===== config.mk =====
export PLATFORM = sky130hd
export DESIGN_NAME = voice_allocator
export DESIGN_NICKNAME = d
export VERILOG_FILES = /design/src/rtl/synth_pkg.sv /design/src/rtl/note_period_rom.sv /design/src/rtl/voice_allocator.sv
export SDC_FILE = /design/constraint.sdc
export NUM_CORES = 1
export LEC_CHECK = 0
export ABC_AREA = 0
export BUFFER_PORTS_ARGS = -buffer_cell sky130_fd_sc_hd__buf_2
export CORE_MARGIN = 2
export CORE_UTILIZATION = 40
export DETAILED_ROUTE_END_ITERATION = 8
export PLACE_DENSITY = 0.6
export SLEW_MARGIN = 25
export SYNTH_ARGS = -nofsm -noshare
export SYNTH_HDL_FRONTEND = slang
export SYNTH_HIERARCHICAL = 1
export SYNTH_SLANG_ARGS = --single-unit

===== constraint.sdc =====
create_clock -name clk -period 2.9 [get_ports clk]
set_clock_uncertainty 0.15 [all_clocks]
set_input_delay 0.58 -clock clk [delete_from_list [all_inputs] [get_ports clk]]
set_output_delay 0.58 -clock clk [all_outputs]
set_load 0.05 [all_outputs]

===== src/rtl/synth_pkg.sv =====
// -----------------------------------------------------------------------------
// synth_pkg
// Shared definitions for the audio synth path.
//   PERIOD_W    : width of a tone-generator period, in clk cycles
//   NOTE_W      : width of a MIDI note number
//   CLK_HZ      : system clock frequency
//   va_state_t  : voice allocator request FSM states
//   note_period : equal-tempered period of a MIDI note in clk cycles, rounded
//                 to nearest (A4 = note 69 = 440 Hz); used at elaboration
//                 time only, to fill the period ROM
// -----------------------------------------------------------------------------
package synth_pkg;

    localparam int PERIOD_W = 26;
    localparam int NOTE_W   = 7;
    localparam int CLK_HZ   = 48_000_000;

    typedef enum logic [1:0] {
        IDLE,
        LOOKUP,
        COMMIT
    } va_state_t;

    function automatic logic [PERIOD_W-1:0] note_period(input int n);
        real freq_hz;
        freq_hz = 440.0 * (2.0 ** ((real'(n) - 69.0) / 12.0));
        return PERIOD_W'($rtoi(real'(CLK_HZ) / freq_hz + 0.5));
    endfunction

endpackage


===== src/rtl/note_period_rom.sv =====
// -----------------------------------------------------------------------------
// note_period_rom
// 128 x 26 synchronous ROM mapping a MIDI note number to the period of its
// equal-tempered pitch in clk cycles. One cycle of read latency.
// Ports:
//   clk, rst_n : clock, asynchronous active-low reset (clears the output reg)
//   addr       : MIDI note number 0..127
//   data       : registered period for the note presented on the prior edge
// -----------------------------------------------------------------------------
module note_period_rom
    import synth_pkg::*;
(
    input  logic                clk,
    input  logic                rst_n,
    input  logic [NOTE_W-1:0]   addr,
    output logic [PERIOD_W-1:0] data
);

    localparam int DEPTH = 1 << NOTE_W;

    logic [PERIOD_W-1:0] rom [DEPTH];

    // Every entry is an elaboration-time constant, so the table folds to logic.
    for (genvar i = 0; i < DEPTH; i++) begin : g_rom
        localparam logic [PERIOD_W-1:0] VAL = note_period(i);
        assign rom[i] = VAL;
    end

    // NOTE: only the output register takes reset; the table itself is constant
    // and needs none (a RAM-style array would not be reset either).
    always_ff @(posedge clk or negedge rst_n) begin
        if (!rst_n) begin
            data <= '0;
        end else begin
            data <= rom[addr];
        end
    end

endmodule


===== src/rtl/voice_allocator.sv =====
// -----------------------------------------------------------------------------
// voice_allocator
// Polyphonic voice controller. Takes note-on / note-off requests over a
// valid/ready handshake and assigns notes to NVOICES sawtooth generators,
// driving each generator's enable and period. Each request takes three
// cycles: IDLE (accept) -> LOOKUP (ROM read, voice selection) -> COMMIT.
//
// Parameters:
//   NVOICES : number of tone generators managed (2..8)
//   AGE_W   : width of the per-voice saturating age counter
// Ports:
//   clk, rst_n   : clock, asynchronous active-low reset
//   req_valid    : request present
//   req_ready    : request accepted at the next edge when valid
//   req_on       : 1 = note-on, 0 = note-off
//   req_note     : MIDI note number
//   voice_en     : per-voice generator enable
//   voice_period : packed periods, voice i at [26i+25:26i]
//   active_count : number of enabled voices
//   dropped      : one-cycle pulse when a note-on is discarded
// Build option:
//   VOICE_STEAL_EN : when defined, a note-on with every voice busy steals the
//                    oldest voice (lowest index on ties) instead of being
//                    dropped.
// -----------------------------------------------------------------------------
module voice_allocator
    import synth_pkg::*;
#(
    parameter int NVOICES = 4,
    parameter int AGE_W   = 8
) (
    input  logic                          clk,
    input  logic                          rst_n,
    input  logic                          req_valid,
    output logic                          req_ready,
    input  logic                          req_on,
    input  logic [NOTE_W-1:0]             req_note,
    output logic [NVOICES-1:0]            voice_en,
    output logic [NVOICES*PERIOD_W-1:0]   voice_period,
    output logic [3:0]                    active_count,
    output logic                          dropped
);

    localparam int IDX_W = (NVOICES > 1) ? $clog2(NVOICES) : 1;
    typedef logic [IDX_W-1:0] idx_t;

    // Request FSM and latched request
    va_state_t           state;
    logic                cur_on;
    logic [NOTE_W-1:0]   cur_note;

    // Selection results registered at the end of LOOKUP
    logic                pick_valid_q;
    idx_t                pick_idx_q;
    logic [NVOICES-1:0]  off_mask_q;

    // Per-voice state
    logic [NVOICES-1:0]  en_q;
    logic [NOTE_W-1:0]   note_q   [NVOICES];
    logic [PERIOD_W-1:0] period_q [NVOICES];
    logic [AGE_W-1:0]    age_q    [NVOICES];

    logic [PERIOD_W-1:0] rom_data;

    // The ROM is addressed by the latched note, so its output is valid from
    // LOOKUP's closing edge onwards, in time for COMMIT.
    note_period_rom u_rom (
        .clk   (clk),
        .rst_n (rst_n),
        .addr  (cur_note),
        .data  (rom_data)
    );

    // ---------------------------------------------------------------- lookup
    logic [NVOICES-1:0] match_mask;
    logic               hit_any;
    logic               free_any;
    idx_t               hit_idx;
    idx_t               free_idx;
    logic               pick_valid;
    idx_t               pick_idx;

    // NOTE: every signal driven from always_comb gets a default before any
    // conditional assignment, so no path can leave it holding (no latch).
    always_comb begin
        match_mask = '0;
        hit_idx    = '0;
        free_idx   = '0;
        // Descending scan: the last write is the lowest matching index.
        for (int i = NVOICES - 1; i >= 0; i--) begin
            match_mask[i] = en_q[i] && (note_q[i] == cur_note);
            if (match_mask[i]) hit_idx  = idx_t'(i);
            if (!en_q[i])      free_idx = idx_t'(i);
        end
        hit_any  = |match_mask;
        free_any = ~&en_q;
    end

`ifdef VOICE_STEAL_EN
    idx_t             oldest_idx;
    logic [AGE_W-1:0] oldest_age;

    // Strict greater-than keeps the lowest index on equal ages.
    always_comb begin
        oldest_idx = '0;
        oldest_age = age_q[0];
        for (int i = 1; i < NVOICES; i++) begin
            if (age_q[i] > oldest_age) begin
                oldest_age = age_q[i];
                oldest_idx = idx_t'(i);
            end
        end
    end
`endif

    // Note-on target: retrigger, else first free voice, else full-bank rule.
    always_comb begin
        pick_valid = 1'b1;
        pick_idx   = hit_idx;
        if (!hit_any) begin
            if (free_any) begin
                pick_idx = free_idx;
            end else begin
`ifdef VOICE_STEAL_EN
                pick_idx = oldest_idx;
`else
                pick_valid = 1'b0;
`endif
            end
        end
    end

    // ------------------------------------------------------------------ FSM
    // NOTE: clocked state uses non-blocking assignments so every register
    // samples pre-edge values regardless of statement order.
    always_ff @(posedge clk or negedge rst_n) begin
        if (!rst_n) begin
            state        <= IDLE;
            req_ready    <= 1'b1;
            cur_on       <= 1'b0;
            cur_note     <= '0;
            pick_valid_q <= 1'b0;
            pick_idx_q   <= '0;
            off_mask_q   <= '0;
            dropped      <= 1'b0;
        end else begin
            dropped <= 1'b0;
            case (state)
                IDLE: begin
                    if (req_valid) begin
                        cur_on    <= req_on;
                        cur_note  <= req_note;
                        req_ready <= 1'b0;
                        state     <= LOOKUP;
                    end
                end
                LOOKUP: begin
                    pick_valid_q <= pick_valid;
                    pick_idx_q   <= pick_idx;
                    off_mask_q   <= match_mask;
                    state        <= COMMIT;
                end
                COMMIT: begin
                    dropped   <= cur_on && !pick_valid_q;
                    req_ready <= 1'b1;
                    state     <= IDLE;
                end
                default: begin
                    req_ready <= 1'b1;
                    state     <= IDLE;
                end
            endcase
        end
    end

    // ---------------------------------------------------------- voice update
    logic [NVOICES-1:0]  en_nxt;
    logic [NOTE_W-1:0]   note_nxt   [NVOICES];
    logic [PERIOD_W-1:0] period_nxt [NVOICES];
    logic [AGE_W-1:0]    age_nxt    [NVOICES];

    always_comb begin
        en_nxt     = en_q;
        note_nxt   = note_q;
        period_nxt = period_q;
        age_nxt    = age_q;
        if (state == COMMIT) begin
            if (cur_on) begin
                if (pick_valid_q) begin
                    for (int i = 0; i < NVOICES; i++) begin
                        if (idx_t'(i) == pick_idx_q) begin
                            en_nxt[i]     = 1'b1;
                            note_nxt[i]   = cur_note;
                            period_nxt[i] = rom_data;
                            age_nxt[i]    = '0;
                        end else if (en_q[i] && (age_q[i] != '1)) begin
                            age_nxt[i] = age_q[i] + AGE_W'(1);
                        end
                    end
                end
            end else begin
                // Note-off keeps the period so a released voice holds its pitch.
                en_nxt = en_q & ~off_mask_q;
            end
        end
    end

    function automatic logic [3:0] popcount(input logic [NVOICES-1:0] v);
        logic [3:0] c;
        c = '0;
        for (int i = 0; i < NVOICES; i++) c = c + 4'(v[i]);
        return c;
    endfunction

    always_ff @(posedge clk or negedge rst_n) begin
        if (!rst_n) begin
            en_q         <= '0;
            active_count <= '0;
            for (int i = 0; i < NVOICES; i++) begin
                note_q[i]   <= '0;
                period_q[i] <= '0;
                age_q[i]    <= '0;
            end
        end else begin
            en_q         <= en_nxt;
            active_count <= popcount(en_nxt);
            note_q       <= note_nxt;
            period_q     <= period_nxt;
            age_q        <= age_nxt;
        end
    end

    assign voice_en = en_q;

    for (genvar i = 0; i < NVOICES; i++) begin : g_pack
        assign voice_period[i*PERIOD_W +: PERIOD_W] = period_q[i];
    end

endmodule


* Word-level counts from Yosys, hierarchy flattened
Memory sizes are Yosys's and may differ from the RTL's. A register that Yosys moved wholly into a read port is not among the register bits.
Cells that the tools add are included.
** Word-level totals
- Flip-flop bits (word level) :: 159
- Memory bits (read-only) :: 3328
- Output and inout bits :: 114
- Memories :: 1
** Memory list
- (name not given) :: words 128, width 26, read ports 1, clocked after Yosys merged registers in 1, wr ports 0, RTL line note_period_rom.sv:35 : data <= rom[addr];
** Cells by class
- Add/subtract/negate cells :: 3
- Eq/ne operators :: 10
- Multiplexer cells :: 24
- Bitwise operators :: 4
- Reductions and logical operators :: 17
** Operator list (number)
- 7-bit equality test :: 4
- 2-bit two-way mux :: 11
- 4-bit AND reduction :: 5
- 4-bit two-way mux :: 3
- 1-bit two-way mux :: 8
- 7-bit NOT with 8-bit output :: 1
- 1-bit logical AND :: 5
- 3-bit by 1-bit adder with 4-bit output :: 1
- 4-bit AND :: 1
- 2-bit equality test, first input constant :: 2
- 2-bit logical NOT :: 2
- 4-bit NOT :: 1
- 2-bit case mux with 2 select lines :: 1
- 2-bit AND reduction :: 2
- 4-bit OR reduction :: 1
- 2-bit by 1-bit adder with 3-bit output :: 1
- 1-bit by 1-bit adder with 2-bit output :: 1
- 1-bit by 2-bit equality test with 1-bit output, first input constant :: 1
- 2-bit by 1-bit equality test with 1-bit output, second input constant :: 1
- 2-bit equality test, second input constant :: 1
- 1-bit logical NOT :: 2
- 2-bit inequality test, second input constant :: 1
- 1-bit case mux with 2 select lines :: 1
- 1-bit NOT :: 1

* Longest topological paths before layout
Gate-level depths: netlist (run 1).
- Depth after elaboration :: 8
- Mapped depth :: 10

* By module
The synthesis (run 1) kept the hierarchy.
** By module, submodules not included
- voice_allocator :: instances 1, cells each 410, area each 6321.1 sq um
- note_period_rom :: instances 1, cells each 460, area each 3484.6 sq um

* Least setup slack after synthesis (run 1)
OpenSTA, ideal clock, no wires.
- Kind :: register to register
- Start point :: reg cur_note[0]
- End point :: reg u_rom.data[13]
- Setup time :: 0.125 ns
- Arrival time :: 2.477 ns
- Data required time :: 2.625 ns
- Path slack :: 0.147 ns
- Cell stages (with the launch flop) :: 11
- Clock period less this slack :: 2.753 ns
- Cell sequence :: dfrtp_1 > clkbuf_1 > inv_1 > ha_1 > buf_4 > nor2b_1 > buf_4 > a21oi_2 > mux2_4 > mux4_2 > a2bb2oi_1
** On the way
- Longest elaborated chain between the ends :: 1
** Ends and longest elaborated chain
- start, declared :: RTL line voice_allocator.sv:50 : logic [NOTE_W-1:0] cur_note;
- start signal, assigned :: RTL line voice_allocator.sv:152 : cur_note <= req_note;
- 7-bit NOT with 8-bit output (not written as such) :: RTL line note_period_rom.sv:35
- end, declared :: RTL line note_period_rom.sv:16 : output logic [PERIOD_W-1:0] data
Every way passes these cells.
A chain may end at the register's enable or synchronous reset.

* Worst setup path in the final report (run 1)
- Start point :: reg cur_note[1]
- End point :: reg u_rom.data[6]
The elaborated chain is that of the path after synthesis.

==> impl_metrics.tcl, run 1 <==
set metrics [dict create \
    hold_depth 2 \
    post-route-period-util_pct 92.44 \
    track_usage_pct 21.33 \
    gp_congestion 1.006 \
    synth_area_mm2 0.009806 \
    fp.coreArea_mm2 0.02418 \
    cts_tree "yes" \
    antenna_left 0 \
    slew_violations 0 \
    path_max_fanout 9 \
    diodes 0 \
    holdPathEnd "cur_note[3]" \
    h-tree-depth 4 \
    synthCells 870 \
    ys.flop_type "dfrtp_1" \
    hold_viol_final 0 \
    finalSetupViolCount 0 \
    ir_drop_v 0.0006024 \
    initial_utilization_pct 40.56 \
    p_total_uw 13910 \
    min_period_ns 2.681 \
    drv_cap 0 \
    clock_path_buffers 2 \
    numCtsBuffers 17 \
    end_kind "register" \
    ys_warn_count 6 \
    cts_repair_resize_count 0 \
    holdBufCountCts 1 \
    grt_overflow 0 \
    postSynthAreaPerCell_um2 11.27 \
    ys_ff_latch 181 \
    grt_first_pass_wirelength_mm 42.91 \
    synth_cell_types 76 \
    status "finished clean" \
    cts_sinks 181 \
    clk_latency_ns 0.45 \
    r2r_cells 8 \
    antenna_found_initial 0 \
    syn_to_final_growth_pct 17.24 \
    postCtsSetupBuffers 0 \
    hp-class "in2reg" \
    wl_mm 26.92 \
    power.leakage_uw 0.005424 \
    grt_pass1_vias 7409 \
    cts_root_buf "clkbuf_16" \
    cp.required_ns 3.09 \
    reg2reg_to "u_rom/data[6]" \
    rsz0062_at_grt "no" \
    die_h_um 160.6 \
    port_buffers 123 \
    wire_per_inst_um 20.23 \
    clk_pin_slew_ns 0.09 \
    worstSetupPathType "reg2reg" \
    worst_slew_pin_slew_ns 0.9667 \
    cp_data_arrival_time_ns 2.88 \
    grt_max_degree 60 \
    setup.worst_path.start "cur_note[1]" \
    first_iter_violations 732 \
    final_nets 1026 \
    clock.fmax_mhz 373.0 \
    hpwl_mm 18.90 \
    drive_gt1_share_pct 38.13 \
    die_w_um 160.6 \
    r2r-start "cur_note[1]" \
    io_pins 125 \
    slew_headroom_pct 34.87 \
    critPathLaunchType "register" \
    synth_edf_count 0 \
    p_per_area_mw_per_mm2 1210 \
    routed-via-count 7537 \
    route.detailed.drc 0 \
    rows 57 \
    dieArea_mm2 0.02578 \
    yosysSeqAreaShare_pct 46.20 \
    synthArstFlopShare_pct 100.0 \
    dr.pass1.iters 5 \
    avgViaCountPerCell 5.663 \
    r2r_slack_ns 0.22 \
    min_from "req_note[3]" \
    tns_ns 0 \
]
Yosys cell counts, types with 8 or more instances:
library cell | number | share of area [%]
a211oi_1 | 17 | 1.3
a21oi_1 | 29 | 1.5
a31oi_1 | 13 | 0.83
buf_2 | 31 | 1.6
buf_4 | 14 | 1.1
clkbuf_1 | 22 | 0.84
dfrtp_1 | 180 | 46
ha_1 | 20 | 2.6
inv_1 | 14 | 0.54
mux2_2 | 145 | 17
mux2i_1 | 17 | 1.7
mux4_2 | 8 | 1.8
nand2_1 | 57 | 2.2
nand2b_1 | 16 | 1.0
nor2_1 | 40 | 1.5
nor2b_1 | 16 | 1.0
nor3_1 | 12 | 0.61
o211ai_1 | 17 | 1.3
o21ai_0 | 35 | 1.8
xnor2_1 | 11 | 0.98
xor2_1 | 19 | 1.7
final cells by class:
| type | instances | area [µm²] |
|---|---|---|
| fill | 2230 | 12680 |
| multi-input combinational | 598 | 4793 |
| timing repair buffer | 181 | 1110 |
| sequential | 181 | 4537 |
| inverter | 15 | 56.30 |
| clock buffer | 18 | 439.2 |
| tap | 324 | 405.4 |
| clock inverter | 14 | 155.1 |
metrics by stage:
stage | instance area [µm²] | util [%] | cells | setup slack, ns | hold slack (ns)
2_1_floorplan | 9813 | - | 872 | 0.1473 | 0.1344
3_3_place_gp | 10890 | 45.05 | 1298 | 0.2175 | 0.3130
3_5_place_dp | 10890 | 45.05 | 1298 | 0.2737 | 0.3244
4_1_cts | 11500 | 47.55 | 1331 | 0.2738 | 0.2107
5_1_grt | 11500 | 47.55 | 1331 | 0.05342 | 0.2159
6_report | 11500 | 47.55 | 1331 | 0.2193 | 0.2282
worst max-delay path by stage:
| stage | end | slack [ns] | cells after the start |
|---|---|---|---|
| after CTS | u_rom/data[6] | 0.27 | 8 |
| final | u_rom/data[6] | 0.22 | 8 |
| after global routing | u_rom/data[6] | 0.05 | 8 |
| after global placement | u_rom/data[6] | 0.22 | 8 |
| after floorplan | u_rom/data[13] | 0.15 | 10 |
| after detailed placement | u_rom/data[6] | 0.27 | 8 |
where the power goes:
group	leakage (µW)	internal, µW	switching (µW)
Sequential	0.00232	3530	786
Clock	0.000294	1180	1140
Combinational	0.00281	2430	4850
sequential cells by signal, summed over array words and instances, names as in the netlist, 2 cells and up:
| signal | count |
|---|---|
| voice_period | 104 |
| note_q | 28 |
| u_rom/data | 23 |
| cur_note | 7 |
| off_mask_q | 4 |
| voice_en | 4 |
| active_count | 3 |
| pick_idx_q | 2 |
| state | 2 |
per-layer routing:
metal	up-vias	routed length [µm]	GRT usage [%]
met2	319	12190	32.56
met4	0	850	8.477
met5	-	0	0
met1	3762	12210	29.98
met3	59	1673	4.158
li1	3397	-	-
worst max-delay path, stage by stage (launching register included):
cell,delay (ns)
dfrtp_1,0.42
inv_1,0.09
buf_4,0.19
ha_1,0.43
nand2b_1,0.26
mux4_2,0.55
a21oi_1,0.24
o21ai_0,0.11
and3_1,0.15
cell families after synthesis:
family / count (synthesis) / synth area share [%]
xor gates and xnor gates: 30 / 2.680
other: 2 / 0.07659
muxes: 175 / 20.84
buffers and inverters: 93 / 4.989
and+or+nand+nor: 182 / 9.353
adders and majority gates: 21 / 2.756
AOI/OAI and AO/OA: 186 / 13.10
DFF: 181 / 46.20
cells in the final DEF, fill, tap and decap left out, types with 5 or more instances in the layout:
cell / netlist / routed
o22ai_1: 5 / 5
nand3_1: 7 / 7
nor2b_1: 16 / 16
o2bb2ai_1: 5 / 5
a211oi_1: 17 / 17
a21o_1: 7 / 7
dfrtp_1: 180 / 177
ha_1: 20 / 20
xnor2_1: 11 / 11
o21ai_0: 35 / 35
nor2_1: 40 / 40
clkbuf_16: 0 / 17
nand2_1: 57 / 57
mux4_2: 8 / 8
buf_4: 14 / 53
o221ai_1: 7 / 7
xor2_1: 19 / 19
mux2_2: 145 / 145
inv_1: 14 / 14
o211ai_1: 17 / 17
buf_2: 31 / 122
nand4_1: 7 / 7
nor3_1: 12 / 12
a31oi_1: 13 / 13
a21oi_1: 29 / 29
mux2i_1: 17 / 17
nor4_1: 5 / 5
inv_8: 0 / 7
nand2b_1: 16 / 16
(Power assumes the default switching activity.)
==> run 2: changes to the inputs <==
--- a/config.mk
+++ b/config.mk
@@ -7,10 +7,12 @@
 export LEC_CHECK = 0
 export ABC_AREA = 0
 export BUFFER_PORTS_ARGS = -buffer_cell sky130_fd_sc_hd__buf_2
-export CORE_MARGIN = 2
+export CELL_PAD_IN_SITES_DETAIL_PLACEMENT = 1
+export CELL_PAD_IN_SITES_GLOBAL_PLACEMENT = 1
+export CORE_MARGIN = 1.5
 export CORE_UTILIZATION = 40
 export DETAILED_ROUTE_END_ITERATION = 8
-export PLACE_DENSITY = 0.6
+export PLACE_DENSITY = 0.72
 export SLEW_MARGIN = 25
 export SYNTH_ARGS = -nofsm -noshare
 export SYNTH_HDL_FRONTEND = slang
==> run 2 against run 1 <==
Setup slack better by 0.11 ns; critical path type unchanged; utilization shrank 0.16 points; largest power group unchanged; final area shrank 0.34%; critical path depth unchanged; non-clock buffer count is 1 lower; clock power shrank 4%; register-to-register slack improved by 0.11 ns; global-route usage rose by 2.2 points.
==> impl_metrics.tcl, run 2 (same netlist as run 1, synthesis figures left out) <==
set metrics [dict create \
    fin_hold_ws_ns 0.2402 \
    final_common_cell "dfrtp_1" \
    hp-class "in2reg" \
    cp_data_arrival_time_ns 2.72 \
    numCtsBuffers 17 \
    p_total_uw 13990 \
    hold_viol_final 0 \
    grt_first_pass_wirelength_mm 46.74 \
    final_nets 1025 \
    crit_family "multiplexers" \
    post-route-period-util_pct 88.50 \
    rows 57 \
    drive_gt1_share_pct 38.01 \
    worstPathBufferInverterCount 2 \
    grt_pass1_vias 8087 \
    power.leakage_uw 0.005398 \
    cts_root_buf "clkbuf_16" \
    first_iter_violations 508 \
    clk_latency_ns 0.43 \
    routed-via-count 7635 \
    path_max_fanout 13 \
    gp_congestion 0.9618 \
    die_w_um 159.6 \
    clock_path_buffers 2 \
    place_area_mm2 0.01088 \
    finalInstanceArea_mm2 0.01146 \
    min_period_ns 2.566 \
    clock.fmax_mhz 389.6 \
    fp.coreArea_mm2 0.02418 \
    hpwl_mm 20.39 \
    p_per_area_mw_per_mm2 1221 \
    dr.pass1.iters 6 \
    port_buffers 123 \
    end_kind "register" \
    finalSetupViolCount 0 \
    critPathLaunchType "register" \
    diodes 0 \
    slowest_delay_ns 0.55 \
    path_cells "inv_1 > ha_1 > nor2b_1 > buf_4 > a21oi_2 > mux2_4 > mux4_2 > a2bb2oi_1" \
    r2r_slack_ns 0.33 \
    status "finished clean" \
    wl_mm 29.25 \
    worstSetupPathType "reg2reg" \
    drv_cap 0 \
    die_h_um 159.6 \
    antenna_found_initial 0 \
    wire_per_inst_um 22.01 \
    syn_to_final_growth_pct 16.84 \
    cp_slowest_cell "ha_1" \
    io_pins 125 \
    cp.required_ns 3.06 \
    grt_overflow 0 \
    place_inst 1297 \
    mostFrequentLayoutCells "dfrtp_1, mux2_2, buf_2" \
    ir_drop_v 0.0005358 \
    grt_max_degree 69 \
    track_usage_pct 23.55 \
    cts_sinks 181 \
    postCtsSetupBuffers 0 \
    fin_cells 1329 \
    slew_violations 0 \
    cts_tree "yes" \
    avgViaCountPerCell 5.745 \
    worst_slew_pin_slew_ns 0.7419 \
    dieArea_mm2 0.02546 \
    initial_utilization_pct 40.56 \
    clk_pin_slew_ns 0.07 \
    nFillCells 2627 \
    antenna_left 0 \
    largest_reg_flops 104 \
    rsz0062_at_grt "no" \
    route.detailed.drc 0 \
    slew_headroom_pct 50.01 \
    h-tree-depth 4 \
    tns_ns 0 \
]
run 2: changes by cell type in the layout (fill, tap and decap cells not counted), sizes merged:
cell | previous run | this run
buf | 180 | 179
clkinv | 6 | 4
clkbuf | 18 | 17
clkinvlp | 0 | 2
run 2: metal layers:
metal | up-vias | share of wire (%) | global-route usage [%]
met1 | 3922 | 44 | 31.23
li1 | 3401 | - | -
met3 | 61 | 5.4 | 4.402
met2 | 251 | 47 | 37.65
met5 | - | 0 | 0
met4 | 0 | 3.4 | 10.46
run 2: final cells by class:
cell class	instances	area, µm²	area share [%]
Timing Repair Buffer	180	1102	9.621
Clock buffer	17	425.4	3.713
Inverter	15	56.30	0.4914
Sequential cell	181	4537	39.60
Tap cell	324	405.4	3.538
Clock inverter	14	137.6	1.201
Multi-Input combinational cell	598	4793	41.84
run 2: report_power, final:
part / total (µW) / switching [µW] / internal (µW)
logic: 7470 / 5020 / 2450
registers: 4300 / 769 / 3530
clock network: 2220 / 1090 / 1140
run 2: path summary, 6_finish.rpt:
kind	startpoint	end	cells past startpoint
worst min register to register	off_mask_q[2]	off_mask_q[2]	2
worst min-delay path	req_note[5]	cur_note[5]	2
worst max register to register	cur_note[0]	u_rom/data[13]	8
min in group asynchronous	rst_n	state[0]	2
worst max-delay path	cur_note[0]	u_rom/data[13]	8
max in group asynchronous	rst_n	cur_note[3]	3
run 2: metrics by stage:
step                      setup slack [ns]  utilization [%]
final                               0.3336            47.39
after global routing                0.2091            47.39
after detailed placement            0.3547            45.02
after floorplan                     0.1473                -
after CTS                           0.3434            47.39
after global placement              0.4105            45.02
run 2: repair_timing:
item | 4_1_cts | 5_1_grt
endpoints found under the hold margin | 50 | 0
resized for setup | 0 | 0
hold buffers | 1 | 0
==> run 3: changes to the inputs <==
--- a/config.mk
+++ b/config.mk
@@ -6,13 +6,15 @@
 export NUM_CORES = 1
 export LEC_CHECK = 0
 export ABC_AREA = 0
-export BUFFER_PORTS_ARGS = -buffer_cell sky130_fd_sc_hd__buf_2
+export BUFFER_PORTS_ARGS = -buffer_cell sky130_fd_sc_hd__buf_4
+export CAP_MARGIN = 0
 export CELL_PAD_IN_SITES_DETAIL_PLACEMENT = 1
 export CELL_PAD_IN_SITES_GLOBAL_PLACEMENT = 1
 export CORE_MARGIN = 1.5
 export CORE_UTILIZATION = 40
 export DETAILED_ROUTE_END_ITERATION = 8
 export PLACE_DENSITY = 0.72
+export SKIP_CTS_REPAIR_TIMING = 1
 export SLEW_MARGIN = 25
 export SYNTH_ARGS = -nofsm -noshare
 export SYNTH_HDL_FRONTEND = slang
==> run 3 against run 2 <==
Combinational power rose by 5.5%; critical endpoint is now u_rom/data[7]; routed wire length rose by 2.7%; final cell count fell by 0.38%.
==> impl_metrics.tcl, run 3 (same netlist as run 1, synthesis figures left out) <==
set metrics [dict create \
    tns_ns 0 \
    clock.fmax_mhz 358.1 \
    nFillCells 2586 \
    power.leakage_uw 0.005421 \
    finalSetupViolCount 0 \
    gp_congestion 0.9684 \
    post-route-period-util_pct 96.29 \
    io_pins 125 \
    grt_overflow 0 \
    rows 57 \
    status "finished clean" \
    clk_latency_ns 0.43 \
    p_per_area_mw_per_mm2 1232 \
    die_w_um 159.6 \
    die_h_um 159.6 \
    path_max_fanout 12 \
    wl_mm 30.02 \
    grt_first_pass_wirelength_mm 47.95 \
    cp.required_ns 3.05 \
    cp_data_arrival_time_ns 2.94 \
    clock_path_buffers 2 \
    rsz0062_at_grt "no" \
    drive_gt1_share_pct 37.70 \
    first_iter_violations 759 \
    dr.pass1.iters 6 \
    largest_reg_flops 104 \
    grt_max_degree 64 \
    hp-class "in2reg" \
    diodes 0 \
    fp.coreArea_mm2 0.02418 \
    initial_utilization_pct 40.56 \
    worstSetupPathType "reg2reg" \
    critPathLaunchType "register" \
    ir_drop_v 0.0005492 \
    worst_slew_pin_slew_ns 0.6880 \
    place_inst 1292 \
    slew_violations 0 \
    fin_cells 1324 \
    mostFrequentLayoutCells "dfrtp_1, buf_4, mux2_2" \
    final_nets 1020 \
    port_buffers 123 \
    hpwl_mm 20.95 \
    antenna_left 0 \
    route.detailed.drc 0 \
    wire_per_inst_um 22.68 \
    clk_pin_slew_ns 0.07 \
    syn_to_final_growth_pct 19.84 \
    routed-via-count 7682 \
    avgViaCountPerCell 5.802 \
    dieArea_mm2 0.02546 \
    antenna_found_initial 0 \
    slew_headroom_pct 53.74 \
    h-tree-depth 4 \
    cts_tree "yes" \
    grt_pass1_vias 8178 \
    min_period_ns 2.792 \
    numCtsBuffers 17 \
    hold_viol_final 0 \
    cts_root_buf "clkbuf_16" \
    end_kind "register" \
    cts_sinks 181 \
    track_usage_pct 24.29 \
    drv_cap 0 \
    final_common_cell "dfrtp_1" \
]
run 3: changes by cell type in the layout (fill, tap and decap cells not counted), sizes merged:
cell,delta
buf,-5
clkinv,-1
clkinvlp,+1
run 3: stage by stage:
step	util, %	power, µW	hold WS [ns]	setup slack, ns	area [µm²]
floorplan	-	9565	0.1344	0.1473	9813
global placement	46.23	12010	0.3113	0.3773	11180
detailed placement	46.23	12190	0.3095	0.2226	11180
CTS	48.56	14500	-0.1567	0.2175	11740
global route	48.61	15190	0.2267	0.03751	11750
finish	48.61	14470	0.2401	0.1075	11750
run 3: critical path, cell delays in order (launching register included):
cell and delay (ns):
dfrtp_1 0.37, buf_4 0.21, ha_1 0.57, nor2_2 0.15
a21oi_2 0.36, o22ai_1 0.22, mux2_2 0.32, a221o_1 0.31
run 3: layout make-up:
class	count	area [µm²]	share of cell area, %
Clock buffer	17	425.4	3.620
Clock inverter	14	138.9	1.182
Inverter	15	56.30	0.4791
Multi-Input combinational cell	598	4793	40.79
Sequential cell	181	4537	38.61
Tap cell	324	405.4	3.450
Timing Repair Buffer	175	1395	11.87
run 3: routing by layer:
layer	track usage (%)	share of wire [%]	vias up	wire length (µm)
li1	-	-	3379	-
met1	32.07	43	3946	12940
met2	39.18	48	292	14310
met3	4.585	5.9	65	1766
met4	10.29	3.4	0	1009
met5	0	0	-	0
run 3: final timing paths:
| kind | from | end | slack [ns] | depth (start not counted) |
|---|---|---|---|---|
| worst max-delay path | cur_note[0] | u_rom/data[7] | 0.11 | 7 |
| worst min-delay path | req_note[5] | cur_note[5] | 0.24 | 2 |
| worst max register to register | cur_note[0] | u_rom/data[7] | 0.11 | 7 |
| worst min register to register | voice_period[8] | voice_period[8] | 0.34 | 1 |
| max in group asynchronous | rst_n | voice_period[68] | 1.43 | 3 |
| min in group asynchronous | rst_n | state[0] | 0.43 | 2 |
run 3: power by group:
part           switching, µW  internal, µW
clock                   1080          1140
combinational           5050          2830
sequential               847          3530
total                   6980          7500
